[src/rtl/traffic_lights_cfg_arbiter.sv]
// Round-robin arbiter that accepts whole configuration jobs from NUM_REQ requesters
// and expands each winning job into the single-cycle command sequence of traffic_lights.
// RUN job: STANDBY, SET_GREEN, SET_RED, SET_YELLOW, ON. OFF job: OFF.
// Optional build macro TL_CFG_RANGE_CHECK_EN: RUN jobs with a time of 0 or above MAX_TIME
// are consumed without issuing commands and flagged with a one-cycle err_o pulse.
module traffic_lights_cfg_arbiter #(
    parameter int unsigned       NUM_REQ  = 2,
    parameter int unsigned       TIME_W   = 16,
    parameter logic [TIME_W-1:0] MAX_TIME = TIME_W'(1000)
) (
    input  logic                       clk_i,
    input  logic                       srst_i,
    input  logic [NUM_REQ-1:0]         req_valid_i,
    output logic [NUM_REQ-1:0]         req_ready_o,
    input  logic [NUM_REQ-1:0]         req_op_i,
    input  logic [NUM_REQ*TIME_W-1:0]  req_green_i,
    input  logic [NUM_REQ*TIME_W-1:0]  req_red_i,
    input  logic [NUM_REQ*TIME_W-1:0]  req_yellow_i,
    output logic [2:0]                 cmd_type_o,
    output logic                       cmd_valid_o,
    output logic [TIME_W-1:0]          cmd_data_o,
    output logic                       busy_o,
    output logic [((NUM_REQ > 1) ? $clog2(NUM_REQ) : 1)-1:0] grant_id_o,
    output logic                       done_o,
    output logic                       err_o
);

    localparam int unsigned IdW = (NUM_REQ > 1) ? $clog2(NUM_REQ) : 1;

    localparam logic [2:0] CmdOn     = 3'd0;
    localparam logic [2:0] CmdOff    = 3'd1;
    localparam logic [2:0] CmdStby   = 3'd2;
    localparam logic [2:0] CmdGreen  = 3'd3;
    localparam logic [2:0] CmdRed    = 3'd4;
    localparam logic [2:0] CmdYellow = 3'd5;

    typedef enum logic [2:0] {
        StIdle,
        StStby,
        StGrn,
        StRed,
        StYel,
        StOn,
        StOff
    } state_e;

    state_e              state_q, state_d;
    logic [IdW-1:0]      rr_q, rr_d;
    logic [IdW-1:0]      grant_q, grant_d;
    logic [TIME_W-1:0]   green_q, green_d;
    logic [TIME_W-1:0]   red_q, red_d;
    logic [TIME_W-1:0]   yellow_q, yellow_d;
    logic                err_q, err_d;

    logic                found;
    int unsigned         win_idx;
    int unsigned         idx;
    logic [IdW-1:0]      win_id;
    logic [IdW-1:0]      next_rr;
    logic [TIME_W-1:0]   win_green;
    logic [TIME_W-1:0]   win_red;
    logic [TIME_W-1:0]   win_yellow;
    logic                range_bad;

    // Round-robin search: first valid requester at or above the pointer, wrapping.
    always_comb begin
        found   = 1'b0;
        win_idx = 0;
        idx     = 0;
        for (int i = 0; i < NUM_REQ; i++) begin
            idx = int'(rr_q) + i;
            if (idx >= NUM_REQ) begin
                idx = idx - NUM_REQ;
            end
            if (!found && req_valid_i[idx]) begin
                found   = 1'b1;
                win_idx = idx;
            end
        end
    end

    assign win_id     = IdW'(win_idx);
    assign next_rr    = (win_idx + 1 == NUM_REQ) ? '0 : IdW'(win_idx + 1);
    assign win_green  = req_green_i[win_idx*TIME_W +: TIME_W];
    assign win_red    = req_red_i[win_idx*TIME_W +: TIME_W];
    assign win_yellow = req_yellow_i[win_idx*TIME_W +: TIME_W];

`ifdef TL_CFG_RANGE_CHECK_EN
    function automatic logic time_bad(input logic [TIME_W-1:0] t);
        return (t == '0) || (t > MAX_TIME);
    endfunction

    assign range_bad = time_bad(win_green) || time_bad(win_red) || time_bad(win_yellow);
`else
    logic unused_max_time;
    assign unused_max_time = ^MAX_TIME;
    assign range_bad       = 1'b0;
`endif

    // Next-state, job latching and decoded command outputs.
    always_comb begin
        state_d     = state_q;
        rr_d        = rr_q;
        grant_d     = grant_q;
        green_d     = green_q;
        red_d       = red_q;
        yellow_d    = yellow_q;
        err_d       = 1'b0;
        req_ready_o = '0;
        cmd_valid_o = 1'b0;
        cmd_type_o  = CmdOn;
        cmd_data_o  = '0;
        done_o      = 1'b0;
        busy_o      = 1'b0;

        unique case (state_q)
            StIdle: begin
                // No grant while reset is asserted: the job would be dropped by the reset.
                if (found && !srst_i) begin
                    req_ready_o[win_idx] = 1'b1;
                    grant_d              = win_id;
                    rr_d                 = next_rr;
                    green_d              = win_green;
                    red_d                = win_red;
                    yellow_d             = win_yellow;
                    if (req_op_i[win_idx]) begin
                        if (range_bad) begin
                            err_d = 1'b1;
                        end else begin
                            state_d = StStby;
                        end
                    end else begin
                        state_d = StOff;
                    end
                end
            end
            StStby: begin
                cmd_valid_o = 1'b1;
                cmd_type_o  = CmdStby;
                state_d     = StGrn;
            end
            StGrn: begin
                cmd_valid_o = 1'b1;
                cmd_type_o  = CmdGreen;
                cmd_data_o  = green_q;
                state_d     = StRed;
            end
            StRed: begin
                cmd_valid_o = 1'b1;
                cmd_type_o  = CmdRed;
                cmd_data_o  = red_q;
                state_d     = StYel;
            end
            StYel: begin
                cmd_valid_o = 1'b1;
                cmd_type_o  = CmdYellow;
                cmd_data_o  = yellow_q;
                state_d     = StOn;
            end
            StOn: begin
                cmd_valid_o = 1'b1;
                cmd_type_o  = CmdOn;
                done_o      = 1'b1;
                state_d     = StIdle;
            end
            StOff: begin
                cmd_valid_o = 1'b1;
                cmd_type_o  = CmdOff;
                done_o      = 1'b1;
                state_d     = StIdle;
            end
            default: begin
                state_d = StIdle;
            end
        endcase

        busy_o = cmd_valid_o;
    end

    // State and job registers; reset abandons any job in flight.
    always_ff @(posedge clk_i) begin
        if (srst_i) begin
            state_q  <= StIdle;
            rr_q     <= '0;
            grant_q  <= '0;
            green_q  <= '0;
            red_q    <= '0;
            yellow_q <= '0;
            err_q    <= 1'b0;
        end else begin
            state_q  <= state_d;
            rr_q     <= rr_d;
            grant_q  <= grant_d;
            green_q  <= green_d;
            red_q    <= red_d;
            yellow_q <= yellow_d;
            err_q    <= err_d;
        end
    end

    assign grant_id_o = grant_q;
    assign err_o      = err_q;

endmodule

[config.mk]
export PLATFORM = sky130hd
export DESIGN_NAME = traffic_lights_cfg_arbiter
export DESIGN_NICKNAME = d
export VERILOG_FILES = /design/src/rtl/traffic_lights_cfg_arbiter.sv
export SDC_FILE = /design/constraint.sdc
export NUM_CORES = 1
export LEC_CHECK = 0
export BUFFER_PORTS_ARGS = -buffer_cell sky130_fd_sc_hd__buf_4
export CELL_PAD_IN_SITES_DETAIL_PLACEMENT = 0
export CELL_PAD_IN_SITES_GLOBAL_PLACEMENT = 2
export CORE_ASPECT_RATIO = 0.75
export CORE_MARGIN = 2
export CORE_UTILIZATION = 27
export CTS_CLUSTER_SIZE = 10
export DETAILED_ROUTE_END_ITERATION = 6
export PLACE_DENSITY = 0.8
export SYNTH_ARGS = -nofsm -noshare
export SYNTH_HDL_FRONTEND = slang
export SYNTH_SLANG_ARGS = --single-unit
[constraint.sdc]
create_clock -name clk_i -period 1.71 [get_ports clk_i]
set_input_delay 0.2565 -clock clk_i [delete_from_list [all_inputs] [get_ports clk_i]]
set_output_delay 0.2565 -clock clk_i [all_outputs]
set_load 0.1 [all_outputs]
==> metrics.csv, run 1 <==
stage,metric,value,unit
critical_path,"Data required, critical path",1.45,ns
logic_synthesis,total of warnings raised by yosys,0,
logic_synthesis,sequential element share of the synthesized area,33.6,%
logic_synthesis,Syn Area/Cell,8.55,um^2
sta,final-report setup violation count,37,
global_routing,wire length of the first global-routing pass,16600,um
logic_synthesis,number of flops mapped to enable cells by yosys,0,
logic_synthesis,netlist area before placement,3160,um^2
clocking,# hold bufs at CTS,0,
clocking,clock tree from TritonCTS,done,
run_status,status,finished with violations,
global_routing,GR Layer Usage met1,27.1,%
global_routing,routing usage on met3,3.47,%
placement,number of buffers added on ports,126,
clocking,Clock transition at path regs,0.07,ns
finish,ratio of cells with drive above 1 in the final layout,56.3,%
logic_synthesis,Synth Register Bits,53,
global_routing,global route overflow,0,
pwr,power per unit of standard cell area,1310,nW/um^2
global_routing,number of antenna violations at the first check in global routing,0,
logic_synthesis,xor-xnor portion of the synthesized cell area,0.277,%
clocking,number of CTS-inserted buffers,5,
logic_synthesis,cells after synthesis,369,
finish,net count reported at finish,614,
logic_synthesis,multiplexer share of the synthesized area,5.43,%
die,Boundary Pins,128,
global_routing,GRT busiest layer,met1,
global_routing,GRT Total Usage,16.8,%
die,number of core rows,34,
pwr,Total Power,7.11,mW
critical_path,CP Cell Sequence,buf_6 > mux2i_1 > buf_4 > o21ai_4 > buf_12,
critical_path,largest incremental delay on the critical path,0.35,ns
critical_path,CP top delay family,buffers and inverters,
finish,filler cell count in the final layout,1098,
critical_path,"Max FO, Critical Path",17,
die,effective utilization at floorplan,27.5,%
die,floorplan core area,11500,um^2
critical_path,cell at the slowest stage of the critical path,sky130_fd_sc_hd__dfxtp_2,
global_routing,largest net degree at the start of global routing,40,
global_routing,vias in the first global route,2977,
critical_path,kind of end point of the critical path,output port,
placement,placer congestion estimate,0.758,
logic_synthesis,share of flip-flops with an asynchronous set or reset after synthesis,0,%
logic_synthesis,Post-Synth Simple-Gate Area,24.1,%
sta,Final period util,106,%
critical_path,number of buffers and inverters on the critical path,3,
sta,Post-Route Skew,0.00270,ns
finish,area overhead of the layout relative to synthesis,72.1,%
clocking,insertion delay to the later sink of the worst-skew pair,0.29,ns
sta,Final Worst Setup Slack,-0.101,ns
worst_hold_path,class of the most critical hold timing path,primary input to flip-flop,
logic_synthesis,Yosys cell types,30,
critical_path,startpoint kind of the worst setup timing path,flip-flop,
die,overall die height,97.6,um
logic_synthesis,number of nets in the synthesized netlist,471,
clocking,# H-tree levels,2,
critical_path,Crit path arrival time,1.55,ns
placement,Final HPWL DP,8220,um
finish,number of inserted diodes,0,
sta,post-route minimum period,1.81,ns
sta,"Hold Vio Cnt, Final",0,
logic_synthesis,most instantiated flip-flop cell in the synthesis netlist,sky130_fd_sc_hd__dfxtp_1,
die,Die Area,12600,um^2
critical_path,class of the most critical setup path,flip-flop to output port,
logic_synthesis,Yosys top cell area share,33.6,%
clocking,buffer type at the clock tree root,sky130_fd_sc_hd__clkbuf_16,
logic_synthesis,adder and majority cell fraction of the synthesized area,0,%
die,horizontal die dimension,129,um
clocking,maximum count of clock buffers along a single path,2,
drt,detail-routed via count per cell,4.89,
drt,Post-DRT Antenna Nets,0,
logic_synthesis,main combinational cell family by area after synthesis,compound AO/OA/AOI/OAI gates,
drt,number of DRC markers after the initial detailed-route iteration,205,
logic_synthesis,Compound-Gate Fraction of Synth Area,28.1,%
clocking,clock sink count,53,
logic_synthesis,top cells by area in the synthesized netlist,"sky130_fd_sc_hd__dfxtp_1 (34%), sky130_fd_sc_hd__a311oi_2 (23%), sky130_fd_sc_hd__nand2_1 (8.1%), sky130_fd_sc_hd__nand3_1 (7.8%), sky130_fd_sc_hd__nor2_1 (6.3%)",
pwr,leak pwr,2.11,nW
drt,total via count in the routed design,3213,
sta,Max Freq,552,MHz
sta,RSZ-0062 raised after global routing,yes,
drt,iteration count of the initial detailed-routing pass,5,
drt,final routed wirelength across all metal layers,11600,um
drt,routed wirelength normalized by instance count,17.6,um
run_status,violations in the final reports,negative setup slack,
global_routing,met2 GRT Util,23.4,%
sta,summed negative setup slack over all endpoints,-1.88,ns
drt,post-detailed-route DRC marker count,0,
sta,final-report max-slew violation count,0,
pwr,Peak VDD IR,814,uV
job,maximum capacitance violations,0,
logic_synthesis,largest area contributor in the synthesized netlist,sky130_fd_sc_hd__dfxtp_1,
## synth_stat cells, drive strengths merged (2+ instances only)
cell and count:
nand2 68, nor2 54, dfxtp 53, nand3 49, a311oi 48, clkbuf 24, buf 18, o21ai 17
mux2i 16, a21oi 3, a211oi 2, inv 2, nor4 2, o21a 2
## metrics by stage
step	cell area [um^2]	hold WS, ns	std cells	util, %	setup WS, ns
3_3_place_gp	4530	0.448	621	39.4	0.0872
5_1_grt	5430	0.181	657	47.3	-0.158
2_1_floorplan	3400	0.441	369	-	-0.139
4_1_cts	4970	0.168	631	43.2	-0.0919
6_report	5430	0.169	657	47.3	-0.101
3_5_place_dp	4530	0.452	621	39.4	0.0764
## report_power, final
part | total [mW] | leakage (nW) | switching [mW] | internal, mW
Combinational | 4.36 | 1.61 | 2.52 | 1.85
Clock | 1.01 | 0.0631 | 0.465 | 0.544
Sequential | 1.74 | 0.437 | 0.226 | 1.51
## layout make-up
cell class | count | area [um^2] | area share [%]
inverter | 2 | 11.3 | 0.207
sequential | 53 | 1060 | 19.6
timing repair buffer | 178 | 1890 | 34.7
tap | 144 | 180 | 3.32
clock buffer | 6 | 129 | 2.37
multi-input combinational | 272 | 2150 | 39.5
clock inverter | 2 | 15.0 | 0.276
## per-layer routing
metal | up-vias | wire, um
met5 | - | 0
met4 | 0 | 19
met3 | 2 | 675
met2 | 101 | 4950
met1 | 1497 | 5940
li1 | 1613 | -
## kinds of logic after synthesis
group,count (synthesis)
xor+xnor,1
compound gates,76
simple gates,177
buf+inv,44
other cells,1
mux,17
flops,53
## worst register-to-register path: stages, from the launching register on
cell and delay (ns):
sky130_fd_sc_hd__dfxtp_1 0.36, sky130_fd_sc_hd__nor4_4 0.38, sky130_fd_sc_hd__buf_4 0.17, sky130_fd_sc_hd__o21a_4 0.20
sky130_fd_sc_hd__buf_12 0.15, sky130_fd_sc_hd__clkbuf_16 0.16, sky130_fd_sc_hd__nor2_1 0.06, sky130_fd_sc_hd__a311oi_2 0.22
## cells in the final DEF (no fill, tap or decap), types with 2 or more instances in the layout
cell type,Yosys,layout
sky130_fd_sc_hd__nor2_4,0,4
sky130_fd_sc_hd__a21oi_1,3,2
sky130_fd_sc_hd__clkinvlp_4,0,3
sky130_fd_sc_hd__a211oi_1,2,2
sky130_fd_sc_hd__nand3_1,49,48
sky130_fd_sc_hd__dfxtp_2,0,2
sky130_fd_sc_hd__nor2_2,1,18
sky130_fd_sc_hd__buf_12,0,30
sky130_fd_sc_hd__dfxtp_1,53,51
sky130_fd_sc_hd__mux2i_1,16,16
sky130_fd_sc_hd__nand2_1,68,65
sky130_fd_sc_hd__clkbuf_16,0,11
sky130_fd_sc_hd__o21ai_4,0,16
sky130_fd_sc_hd__a311oi_2,48,48
sky130_fd_sc_hd__nor2_1,53,32
sky130_fd_sc_hd__nand2_2,0,3
sky130_fd_sc_hd__buf_4,3,124
sky130_fd_sc_hd__buf_6,11,17
## what timing repair did
action,in CTS,in global routing
pin swaps,2,33
gates resized for setup,69,42
setup buffers,2,17
endpoints found under the setup margin,21,51
gates cloned,0,9
## registers in the layout, summed over array words and instances (netlist names)
signal,count
red_q,16
state_q,3
rr_q,1
green_q,16
yellow_q,16
grant_id_o,1
## worst paths after layout
path,start,to,cells after the start,slack [ns]
worst max-delay path,state_q[0],cmd_data_o[12],5,-0.10
worst min-delay path,srst_i,grant_id_o,2,0.17
worst max register to register,state_q[2],red_q[14],7,-0.06
worst min register to register,grant_id_o,grant_id_o,2,0.46
Power figures use the tool's default switching activity.
==> run 2, diff against run 1 <==
==> constraint.sdc (replaced) <==
create_clock -name clk_i -period 1.71 [get_ports clk_i]
set_input_delay 0.342 -clock clk_i [delete_from_list [all_inputs] [get_ports clk_i]]
set_output_delay 0.342 -clock clk_i [all_outputs]
set_load 0.1 [all_outputs]
==> run 2 against run 1 <==
The run still ends with negative setup slack left. Count of clock-buffer cells in the layout shrank 1. Critical endpoint is now cmd_data_o[10]. Worst setup slack worse by 0.12 ns. Non-clock buffer count decreased by 2. Register-to-register slack lost 0.07 ns. Largest power group unchanged. Critical path type unchanged. Worst hold slack better by 0.17 ns. Largest cell class unchanged.
==> metrics.csv, run 2 (same netlist as run 1, synthesis figures left out) <==
stage,metric,value,unit
clocking,Clock transition at path regs,0.07,ns
drt,number of DRC markers after the initial detailed-route iteration,243,
run_status,status,finished with violations,
critical_path,"Max FO, Critical Path",15,
critical_path,cell at the slowest stage of the critical path,sky130_fd_sc_hd__dfxtp_4,
pwr,internal power,4.08,mW
die,Die Area,12600,um^2
finish,"most common cell after layout, fill and taps aside",sky130_fd_sc_hd__buf_4,
pwr,relative contribution of the clock network to total power,15.4,%
sta,post-route minimum period,1.93,ns
sta,worst-case hold slack,0.344,ns
critical_path,CP Cell Sequence,or2_4 > nor2_4 > buf_12 > nand2_1 > o21ai_4 > buf_12,
finish,ratio of cells with drive above 1 in the final layout,54.2,%
placement,post-place setup slack,-0.105,ns
drt,iteration count of the initial detailed-routing pass,4,
critical_path,kind of end point of the critical path,output port,
clocking,clock sink count,53,
pwr,Net Sw Power,3.25,mW
sta,RSZ-0062 raised after global routing,yes,
sta,Final Worst Setup Slack,-0.225,ns
critical_path,startpoint kind of the worst setup timing path,flip-flop,
sta,final-report max-slew violation count,0,
pwr,Total Power,7.33,mW
finish,area overhead of the layout relative to synthesis,72.8,%
placement,number of buffers added on ports,126,
sta,final-report setup violation count,59,
clocking,clock tree from TritonCTS,done,
pwr,Peak VDD IR,922,uV
die,number of core rows,34,
clocking,insertion delay to the later sink of the worst-skew pair,0.29,ns
worst_hold_path,class of the most critical hold timing path,primary input to flip-flop,
sta,Max Freq,517,MHz
die,horizontal die dimension,129,um
critical_path,"Data required, critical path",1.37,ns
die,overall die height,97.6,um
clocking,buffer type at the clock tree root,sky130_fd_sc_hd__clkbuf_16,
pwr,portion of total power attributed to sequential cells,24.1,%
pwr,leak pwr,2.12,nW
sta,"Hold Vio Cnt, Final",0,
finish,number of inserted diodes,0,
pwr,power per unit of standard cell area,1340,nW/um^2
placement,post-placement cell count,630,
critical_path,Crit path arrival time,1.59,ns
job,maximum capacitance violations,0,
finish,most used cells in the layout excluding fill and tap cells,"sky130_fd_sc_hd__buf_4 (125), sky130_fd_sc_hd__nand2_1 (64), sky130_fd_sc_hd__dfxtp_1 (50)",
drt,post-detailed-route DRC marker count,0,
global_routing,wire length of the first global-routing pass,17500,um
drt,routed wirelength normalized by instance count,18.9,um
drt,detail-routed via count per cell,5.00,
clocking,maximum count of clock buffers along a single path,2,
placement,placer congestion estimate,0.802,
critical_path,CP most frequent cell,sky130_fd_sc_hd__buf_12,
sta,Final period util,113,%
clocking,# H-tree levels,2,
global_routing,vias in the first global route,3172,
global_routing,GRT Total Usage,17.6,%
finish,Layout Cell Area excl Fill,5450,um^2
die,Boundary Pins,128,
finish,utilization after layout,47.5,%
die,effective utilization at floorplan,27.5,%
global_routing,global route overflow,0,
drt,final routed wirelength across all metal layers,12400,um
clocking,# hold bufs at CTS,0,
clocking,number of CTS-inserted buffers,5,
placement,Final HPWL DP,8350,um
sta,Post-Route Skew,0.00473,ns
sta,summed negative setup slack over all endpoints,-6.18,ns
global_routing,number of antenna violations at the first check in global routing,0,
drt,Post-DRT Antenna Nets,0,
global_routing,largest net degree at the start of global routing,51,
critical_path,largest incremental delay on the critical path,0.37,ns
run_status,violations in the final reports,negative setup slack,
finish,Largest regs,"green_q x16, red_q x16, yellow_q x16",
drt,total via count in the routed design,3275,
pwr,part of the power in combinational logic,60.5,%
pwr,fraction of power spent switching nets,44.4,%
critical_path,class of the most critical setup path,flip-flop to output port,
finish,post-route non-filler standard cell count,655,
finish,net count reported at finish,613,
placement,instance area at placement,4640,um^2
die,floorplan core area,11500,um^2
[run 2: repair_timing]
item	4_1_cts	5_1_grt
setup buffers	0	8
pin swaps	1	30
endpoints found under the setup margin	24	35
resized for setup	71	29
cloned	0	10
[run 2: final cells by class]
cell class	count	area [um^2]
well taps	144	180
inverters	2	11.3
flip-flops and latches	53	1070
clock inverters	2	35.0
repair buffers	176	1880
clock buffers	5	125
multi-input cells	273	2150
fillers	1093	6030
[run 2: layer usage]
layer | vias to the layer above | track usage [%] | wire length, um
met4 | 0 | 1.25 | 20
met3 | 2 | 3.08 | 752
met1 | 1541 | 27.5 | 6230
met2 | 111 | 26.1 | 5400
li1 | 1621 | - | -
met5 | - | 0 | 0
[run 2: critical path: cells and delay by family, from the launching register on]
| family | cells | cell delay, ns |
|---|---|---|
| compound gates | 1 | 0.09 |
| buf+inv | 2 | 0.34 |
| flops | 1 | 0.37 |
| simple gates | 3 | 0.49 |
[run 2: power by group through the flow]
| stage | clock [mW] | sequential, mW | combinational (mW) |
|---|---|---|---|
| after global placement | 0 | 1.77 | 3.57 |
| after detailed placement | 0 | 1.77 | 3.60 |
| final | 1.13 | 1.76 | 4.43 |
| after CTS | 1.15 | 1.75 | 3.92 |
| after global routing | 1.19 | 1.79 | 4.66 |
| after floorplan | 0 | 1.67 | 2.78 |
[run 2: final timing paths]
path / start / endpoint / slack, ns / cells past startpoint
max: state_q[0] / cmd_data_o[10] / -0.22 / 6
min: req_yellow_i[3] / yellow_q[3] / 0.34 / 3
max reg2reg: state_q[0] / yellow_q[13] / -0.13 / 7
min reg2reg: grant_id_o / grant_id_o / 0.48 / 2
